File: config.mk
export PLATFORM = sky130hd
export DESIGN_NAME = hazard_ctrl_tnew
export DESIGN_NICKNAME = d
export VERILOG_FILES = /design/src/rtl/hazard_ctrl_tnew.sv
export SDC_FILE = /design/constraint.sdc
export NUM_CORES = 1
export LEC_CHECK = 0
export CAP_MARGIN = 20
export CORE_MARGIN = 4
export CORE_UTILIZATION = 45
export DETAILED_ROUTE_END_ITERATION = 10
export PLACE_DENSITY_LB_ADDON = 0.15
export SLEW_MARGIN = 20
export SYNTH_ARGS = -nofsm -noshare
export SYNTH_HDL_FRONTEND = slang
export SYNTH_SLANG_ARGS = --single-unit
File: constraint.sdc
create_clock -name Clk -period 3.3 [get_ports Clk]
set_input_delay 0.825 -clock Clk [delete_from_list [all_inputs] [get_ports Clk]]
set_output_delay 0.825 -clock Clk [all_outputs]
set_load 0.02 [all_outputs]
File: src/rtl/hazard_ctrl_tnew.sv
// ============================================================================
// Module   : hazard_ctrl_tnew
// Brief    : Tuse/Tnew hazard, bypass-select and mult/div busy controller
// Revision : 1.0
// ============================================================================
`default_nettype none

module hazard_ctrl_tnew #(
  parameter int AW      = 5,
  parameter int TW      = 2,
  parameter int MUL_CYC = 5,
  parameter int DIV_CYC = 10,
  parameter int CW      = 4
) (
  input  logic          Clk,
  input  logic          Reset,
  input  logic [AW-1:0] d_rs,
  input  logic [AW-1:0] d_rt,
  input  logic [AW-1:0] d_wr,
  input  logic [TW-1:0] d_tuse_rs,
  input  logic [TW-1:0] d_tuse_rt,
  input  logic [TW-1:0] d_tnew,
  input  logic          d_md_use,
  input  logic          d_md_start,
  input  logic          d_md_div,
  output logic          stall,
  output logic [1:0]    fwd_rs_d,
  output logic [1:0]    fwd_rt_d,
  output logic [1:0]    fwd_rs_e,
  output logic [1:0]    fwd_rt_e,
  output logic          fwd_rt_m,
  output logic          md_busy
);

  localparam logic [CW-1:0] c_mul_cyc = CW'(MUL_CYC);
  localparam logic [CW-1:0] c_div_cyc = CW'(DIV_CYC);

  logic [AW-1:0] r_e_rs, r_e_rt, r_e_wr;
  logic [TW-1:0] r_e_tnew;
  logic          r_e_md_start, r_e_md_div;
  logic [AW-1:0] r_m_rt, r_m_wr;
  logic [TW-1:0] r_m_tnew;
  logic [AW-1:0] r_w_wr;
  logic [CW-1:0] r_md_cnt;

  logic w_stall_rs, w_stall_rt, w_stall_md;

  // Nearest producer decides; a not-yet-ready nearest producer blocks older ones.
  function automatic logic [1:0] f_fwd_d(
    input logic [AW-1:0] s,
    input logic [AW-1:0] e_wr,
    input logic [TW-1:0] e_tnew,
    input logic [AW-1:0] m_wr,
    input logic [TW-1:0] m_tnew,
    input logic [AW-1:0] w_wr
  );
    logic [1:0] sel;
    sel = 2'd0;
    if (s != '0) begin
      if (e_wr == s)      sel = (e_tnew == '0) ? 2'd1 : 2'd0;
      else if (m_wr == s) sel = (m_tnew == '0) ? 2'd2 : 2'd0;
      else if (w_wr == s) sel = 2'd3;
    end
    return sel;
  endfunction

  function automatic logic [1:0] f_fwd_e(
    input logic [AW-1:0] s,
    input logic [AW-1:0] m_wr,
    input logic [TW-1:0] m_tnew,
    input logic [AW-1:0] w_wr
  );
    logic [1:0] sel;
    sel = 2'd0;
    if (s != '0) begin
      if (m_wr == s && m_tnew == '0) sel = 2'd1;
      else if (w_wr == s)            sel = 2'd2;
    end
    return sel;
  endfunction

  always_comb begin
    w_stall_rs = (d_rs != '0) &&
                 ((r_e_wr == d_rs && r_e_tnew > d_tuse_rs) ||
                  (r_m_wr == d_rs && r_m_tnew > d_tuse_rs));
    w_stall_rt = (d_rt != '0) &&
                 ((r_e_wr == d_rt && r_e_tnew > d_tuse_rt) ||
                  (r_m_wr == d_rt && r_m_tnew > d_tuse_rt));
    md_busy    = (r_md_cnt != '0) || r_e_md_start;
    w_stall_md = d_md_use && md_busy;
    stall      = w_stall_rs || w_stall_rt || w_stall_md;
  end

  always_comb begin
    fwd_rs_d = f_fwd_d(d_rs, r_e_wr, r_e_tnew, r_m_wr, r_m_tnew, r_w_wr);
    fwd_rt_d = f_fwd_d(d_rt, r_e_wr, r_e_tnew, r_m_wr, r_m_tnew, r_w_wr);
    fwd_rs_e = f_fwd_e(r_e_rs, r_m_wr, r_m_tnew, r_w_wr);
    fwd_rt_e = f_fwd_e(r_e_rt, r_m_wr, r_m_tnew, r_w_wr);
    fwd_rt_m = (r_m_rt != '0) && (r_m_rt == r_w_wr);
  end

  always_ff @(posedge Clk) begin
    if (Reset) begin
      r_e_rs       <= '0;
      r_e_rt       <= '0;
      r_e_wr       <= '0;
      r_e_tnew     <= '0;
      r_e_md_start <= 1'b0;
      r_e_md_div   <= 1'b0;
      r_m_rt       <= '0;
      r_m_wr       <= '0;
      r_m_tnew     <= '0;
      r_w_wr       <= '0;
      r_md_cnt     <= '0;
    end else begin
      if (stall) begin
        r_e_rs       <= '0;
        r_e_rt       <= '0;
        r_e_wr       <= '0;
        r_e_tnew     <= '0;
        r_e_md_start <= 1'b0;
        r_e_md_div   <= 1'b0;
      end else begin
        r_e_rs       <= d_rs;
        r_e_rt       <= d_rt;
        r_e_wr       <= d_wr;
        r_e_tnew     <= d_tnew;
        r_e_md_start <= d_md_start;
        r_e_md_div   <= d_md_div;
      end
      r_m_rt   <= r_e_rt;
      r_m_wr   <= r_e_wr;
      r_m_tnew <= (r_e_tnew == '0) ? '0 : r_e_tnew - TW'(1);
      r_w_wr   <= r_m_wr;

      // The counter is loaded only while the op sits in E; md_busy covers that cycle.
      if (r_e_md_start)        r_md_cnt <= r_e_md_div ? c_div_cyc : c_mul_cyc;
      else if (r_md_cnt != '0) r_md_cnt <= r_md_cnt - CW'(1);
    end
  end

endmodule

`default_nettype wire

# After elaboration in Yosys (flattened, before gate mapping)

Cells that the tools add are included.

Register bits after elaboration: 40
Bits of input ports: 26
Output and inout port bits: 11
Logic and storage cells: 73

Add/sub/neg operators: 2
Order comparisons: 4
Eq/ne operators: 11
Multiplexer cells: 19
Reductions and logical operators: 26

Operators by type and width:

| cell                  | number |
|---|---|
| $eq A5 B5 Y1          | 11 |
| $mux W2               | 15 |
| $reduce_bool A5 Y1    | 5 |
| $mux W4               | 3 |
| $logic_and A1 B1 Y1   | 10 |
| $gt A2 B2 Y1          | 4 |
| $logic_or A1 B1 Y1    | 5 |
| $logic_not A2 Y1      | 2 |
| $reduce_bool A4 Y1    | 1 |
| $reduce_or A2 Y1      | 2 |
| $sub A4 B1 Y4 const B | 1 |
| $reduce_bool A2 Y1    | 1 |
| $sub A2 B1 Y2 const B | 1 |
| $mux W1               | 1 |

# Longest topological paths before layout

Gate-level depths: netlist of the first run.

Depth after elaboration: 7
Mapped depth: 8
Gate-level depth less buffers: 7

# Worst setup path after synthesis of the first run

OpenSTA, ideal clock, no wires.

Kind: input port to output port
Start point: input d_rs[1]
End point: output stall
Data arrival time: 2.241 ns
Data required time: 2.475 ns
Slack: 0.234 ns
Stages: 6
Buffers on the path: 1
Cells stage by stage: or4_1 > nor2_2 > a211o_1 > o22ai_2 > buf_2 > or2_1

Longest elaborated chain between the ends: 6
Elaborated cells on any way between the ends: 9
Those cells by class: eq/ne (2); reduce/logical (7)

RTL lines:

| item                                          | RTL line | text |
|---|---|---|
| start, declared                               | 17       | `input logic [AW-1:0] d_rs,` |
| $eq A5 B5 Y1, on equally long branches        | 84, 85   |  |
| $logic_and A1 B1 Y1, on equally long branches | 84, 85   |  |
| $logic_or A1 B1 Y1                            | 84       | `((r_e_wr == d_rs && r_e_tnew > d_tuse_rs) \|\|` |
| $logic_and A1 B1 Y1 (*)                       | 83       | `w_stall_rs = (d_rs != '0) &&` |
| $logic_or A1 B1 Y1 (*) (2 in a row)           | 91       | `stall = w_stall_rs \|\| w_stall_rt \|\| w_stall_md;` |
| end, declared                                 | 26       | `output logic stall,` |

Mark *: on every way between the ends. The rest lies on a longest branch, timed or not.

# Final worst setup path of the first run

Start point: input d_rt[2]
End point: output stall

Longest elaborated chain between the ends: 6
Elaborated cells on any way between the ends: 9
Those cells by class: eq/ne (2); reduce/logical (7)

RTL lines:

| item                                          | RTL line | text |
|---|---|---|
| start, declared                               | 18       | `input logic [AW-1:0] d_rt,` |
| $eq A5 B5 Y1, on equally long branches        | 87, 88   |  |
| $logic_and A1 B1 Y1, on equally long branches | 87, 88   |  |
| $logic_or A1 B1 Y1                            | 87       | `((r_e_wr == d_rt && r_e_tnew > d_tuse_rt) \|\|` |
| $logic_and A1 B1 Y1 (*)                       | 86       | `w_stall_rt = (d_rt != '0) &&` |
| $logic_or A1 B1 Y1 (*) (2 in a row)           | 91       |  |

Marks and branches as above.

==> results of run 1 <==
[flip-flops by register name, summed over array words and instances, names as in the netlist]
| name | flops |
|---|---|
| r_e_rt | 5 |
| r_m_wr | 5 |
| r_e_tnew | 2 |
| r_e_md_div | 1 |
| r_e_wr | 5 |
| r_e_rs | 5 |
| r_e_md_start | 1 |
| r_md_cnt | 4 |
| r_m_tnew | 2 |
| r_w_wr | 5 |
| r_m_rt | 5 |
[metrics by stage]
stage               hold WS, ps  setup TNS (ps)  total power, mW  cell area, um2  utilization
floorplan                   401               0             1.13            2530            -
global placement            413           -2700             1.30            2980        0.544
detailed placement          418           -2800             1.31            2980        0.544
CTS                         429           -73.4             1.72            3160        0.577
global route                431               0             1.83            3220        0.588
finish                      432               0             1.72            3220        0.588
[layout make-up]
type	count	share of cell area
multi-input combinational	184	0.505
sequential	40	0.249
timing repair buffer	59	0.163
tap	72	0.0280
clock buffer	6	0.0226
inverter	19	0.0222
clock inverter	2	0.0109
[cells by family after synthesis]
logic type      synth area share
flops                      0.316
xor+xnor                   0.190
buf+inv                   0.0835
fa+ha+maj                 0.0544
simple gates               0.274
mux                       0.0124
compound gates            0.0687
[metal layers]
metal,vias to the layer above,share of wire,track usage
li1,972,-,-
met1,875,0.47,0.207
met2,31,0.48,0.265
met3,6,0.039,0.0347
met4,0,0.0095,0.0401
met5,-,0,0
[layout by cell type (no fill, tap or decap), types with 3 or more instances in the layout]
cell type,synthesis,layout
dlymetal6s2s_1,0,3
nand3_1,5,5
nor2b_1,18,17
nand4_1,3,3
dfxtp_1,40,40
clkdlybuf4s50_1,0,19
clkbuf_8,0,5
inv_1,19,17
buf_4,0,22
nor4_2,9,9
xor2_1,26,24
xnor2_1,29,29
dlygate4sd2_1,0,8
a21oi_1,7,7
nor4_1,3,3
nand2_1,9,9
nor4b_2,9,9
buf_6,2,3
nor2_1,11,10
ha_1,11,9
buf_2,2,3
nor3_1,10,8
nor3_2,1,3
[cell usage after synthesis (all sizes together) (2+ instances only)]
library cell	n
dfxtp	40
xnor2	29
xor2	26
inv	19
nor2b	18
nor2	13
nor4	12
clkbuf	11
ha	11
nor3	11
nor4b	10
nand2	9
a21oi	7
buf	6
nand3	6
a211oi	3
nand4	3
or4	3
a211o	2
and3	2
mux2i	2
o21a	2
o21ai	2
[final timing paths]
| check | startpoint | end | slack [ps] |
|---|---|---|---|
| worst max-delay path | d_rt[2] | stall | 60 |
| worst min-delay path | r_e_tnew[0] | r_m_tnew[0] | 430 |
| worst max register to register | r_md_cnt[0] | r_e_rs[2] | 1110 |
| worst min register to register | r_e_tnew[0] | r_m_tnew[0] | 430 |
[critical path, stage by stage]
cell and delay (ps):
dlygate4sd2_1 250, or4_4 560, nor2_4 120, nand4b_4 160, o311ai_4 100, or2_4 280
buf_6 130
[power groups by stage]
stage	logic [mW]	registers, mW	clock network (mW)
6_report	0.696	0.638	0.387
5_1_grt	0.768	0.648	0.416
4_1_cts	0.687	0.636	0.399
3_5_place_dp	0.667	0.647	0
3_3_place_gp	0.659	0.646	0
2_1_floorplan	0.513	0.612	0
[what timing repair did]
item / 4_1_cts / 5_1_grt
pin swaps: 11 / 10
gates resized for setup: 46 / 11
setup buffers: 3 / 1
endpoints found under the setup margin: 5 / 2
cloned: 0 / 0
hold buffers: 0 / 0
==> out/results.ini, run 1 <==
[floorplanning]
dieArea_um2 = 6890
coreArea_um2 = 5470
io_pins = 37
die_h_um = 83
die_x_um = 83
num_rows = 27
start_util = 0.463

[yosys]
synth.avg_cell_area_um2 = 9.66
synthArstFlopShare = 0
netlist_instances = 262
synth-seq-cells = 40
yosys.area.top_type = dfxtp_1
synthFlopType = dfxtp_1
synth_edf_count = 0
yosysWarningCount = 0
netlist.area_leader.share = 0.316
synth.distinct_cells = 47
synthesis.nets = 299
synth_area_leaders = dfxtp_1 32%, xnor2_1 10%, xor2_1 9.0%
yosysSeqAreaShare = 0.316
syn_area_um2 = 2530

[placement]
port_buffers = 36
pre_cts_slack_ps = -668
place_hpwl_um = 4240
dp.cells = 370
gp_congestion = 0.825

[critical_path]
crit_fanout = 3
critical_path_class = in2out
cp.required_ps = 2470
worst_r2r_path_depth = 9
cp.arrival_ps = 2420
end_kind = primary output
start_kind = input pin

[power_and_ir_drop]
p_per_area_nw_per_um2 = 535
power.leakage_nw = 1.36
swShare = 0.338
power_switching_mw = 0.582
seq_power_share = 0.371
vdd_drop_max_mv = 0.341
pwr-share-clk = 0.225
p_int_mw = 1.14
pwr-share-comb = 0.404

[worst_hold_path]
hp-class = reg2reg
hold_depth = 1

[routing]
drc = 0
num_vias = 1884
firstDrtPassIters = 6
routed_wl_um = 5480
wl_per_cell_um = 14.4
drtAntennaViolNets = 0
drt_iter0_markers = 71
viasPerCell = 4.93

[clocking]
numCtsBuffers = 5
cts_tree = done
cts-htree-levels = 2
cts_sinks = 40
cts_root_buf = clkbuf_8
clockBufferDepth = 2
clk-insertion-delay-late_ps = 290
clk_pin_slew_ps = 70

[timing]
rsz0062_at_grt = false
tightest_slew_ps = 924
period_minus_slack_ps = 3240
fin_skew_ps = 8.63
hold_violations = 0
post-route-period-util = 0.982
relSlewSlack = 0.384
setup_ws_ps = 58.4
max_freq_ghz = 0.308
setup_viol = 0
slew_viol_final = 0

[global_route]
antenna_found_initial = 0
grt_start_max_net_pins = 41
grtUsageTotal = 0.159
grt_pass1_wl_um = 8720
grt_pass1_vias = 1763
overflow = 0

[run]
maxCapViolations = 0

[finish]
diodes = 0
syn_to_final_growth_pct = 27.0
drive_above_1_share = 0.271
stdcell_count = 382
nets = 346
fillers = 512
multi_input_comb_area_um2 = 1620
regArea_um2 = 801

[outcome]
status = finished clean

Note: power is estimated with default switching activity, not from simulation.
==> inputs of run 2 (changes only) <==
Settings changed: ABC_CLOCK_PERIOD_IN_PS from default to 3300, REMOVE_ABC_BUFFERS from default to 1, TNS_END_PERCENT from default to 100.
==> run 2 against run 1 <==
Against the previous run:
- setup slack lost 20 ps
- power is 4.3% lower
- worst hold slack worse by 9.6 ps
- global-route usage increased by 0.72 points
- fmax is 0.61% lower
- sequential power barely moved
- core utilization down 1.6 points
- clock-buffer cell count shrank 1
- clock power decreased by 18%
- cell area shrank 2.7%
- largest cell class unchanged
==> out/results.ini, run 2 (same netlist as run 1, synthesis figures left out) <==
[finish]
drive_above_1_share = 0.248
diodes = 0
mostFrequentLayoutCells = 40 x dfxtp_1, 29 x xnor2_1, 26 x xor2_1
syn_to_final_growth_pct = 23.6
fin_area_um2 = 3130
final_common_cell = dfxtp_1
final_core_util = 0.572
stdcell_count = 375
nets = 339

[routing]
drt_iter0_markers = 124
routed_wl_um = 5580
drtAntennaViolNets = 0
wl_met2_um = 2610
firstDrtPassIters = 4
drc = 0
wl_per_cell_um = 14.9
num_vias = 1891
viasPerCell = 5.04
met3WireLength_um = 280
top_layer_used = met4
wl_met1_um = 2650

[run]
maxCapViolations = 0

[timing]
post-route-period-util = 0.988
tightest_slew_ps = 935
fin_skew_ps = 8.26
max_freq_ghz = 0.307
period_minus_slack_ps = 3260
hold_violations = 0
relSlewSlack = 0.377
setup_viol = 0
slew_viol_final = 0

[clocking]
clk_pin_slew_ps = 80
cts_root_buf = clkbuf_8
cts-htree-levels = 2
clk-insertion-delay-late_ps = 290
cts_tree = done
cts_sinks = 40
cts_hold_buffers = 0
numCtsBuffers = 5
clockBufferDepth = 2

[floorplanning]
dieArea_um2 = 6890
die_x_um = 83
die_h_um = 83
start_util = 0.463
num_rows = 27
coreArea_um2 = 5470
io_pins = 37

[critical_path]
path_buf_inv = 2
crit_family = simple AND/OR/NAND/NOR gates
cp.required_ps = 2470
crit_path_cell_trace = dlygate4sd2_1, or4_4, nor2_4, nand4b_4, o311ai_4, or2_1, buf_6
crit_slowest_cell = or4_4
cp.arrival_ps = 2440
start_kind = input pin
cpPeakStageDelay_ps = 580
crit_fanout = 3
end_kind = primary output
critical_path_class = in2out

[global_route]
grtUsageTotal = 0.166
grt_start_max_net_pins = 41
grt_pass1_vias = 1887
antenna_found_initial = 0
overflow = 0
grt_pass1_wl_um = 9400

[power_and_ir_drop]
vdd_drop_max_mv = 0.376
p_per_area_nw_per_um2 = 526
power.leakage_nw = 1.29

[placement]
place_hpwl_um = 4100
postPlaceCellArea_um2 = 2930
gp_congestion = 0.857
dp.cells = 364
port_buffers = 36

[worst_hold_path]
hp-class = reg2reg

[outcome]
status = finished clean

[run 2: changes by cell type in the layout (fill, tap and decap cells not counted), sizes merged]
cell	previous run	this run
clkbuf	6	5
clkinv	1	3
clkdlybuf4s15	1	4
dlymetal6s2s	3	0
buf	28	18
bufinv	1	0
dlygate4sd2	8	11
[run 2: area by class of cell]
type	count	area, um2
clock buffer	5	68.8
clock inverter	3	18.8
fill	520	2340
inverter	19	71.3
multi-input combinational	184	1610
sequential	40	801
tap	72	90.1
timing repair buffer	52	472
[run 2: what timing repair did]
action,CTS,global route
setup buffers,2,1
gates resized for setup,46,4
pin swaps,10,6
endpoints found under the setup margin,5,1
[run 2: worst paths after layout]
path,start,end,slack [ps],depth (start not counted)
setup / recovery,d_rt[3],stall,40,7
hold / removal,r_e_tnew[0],r_m_tnew[0],420,1
setup reg to reg,r_md_cnt[0],r_e_rs[1],1160,8
hold reg to reg,r_e_tnew[0],r_m_tnew[0],420,1
[run 2: report_power, final]
| part | switching (mW) | total (mW) | internal [mW] | leakage (nW) |
|---|---|---|---|---|
| Sequential | 0.0847 | 0.639 | 0.555 | 0.329 |
| Combinational | 0.341 | 0.689 | 0.348 | 0.916 |
| Clock | 0.171 | 0.318 | 0.147 | 0.0479 |
[run 2: per-stage QoR]
step                power, mW  hold slack (ps)  worst slack [ps]  TNS [ps]
floorplan                1.08              396              -100      -100
global placement         1.31              410              -600     -2580
detailed placement       1.31              412              -613     -2520
CTS                      1.66              424              31.4         0
global route             1.76              433             -3.98     -3.98
finish                   1.65              422              38.4         0
[run 2: layer usage]
metal | GRT usage | vias to the layer above
met5 | 0 | -
met4 | 0.0446 | 0
met3 | 0.0377 | 7
met2 | 0.262 | 46
met1 | 0.227 | 882
li1 | - | 956
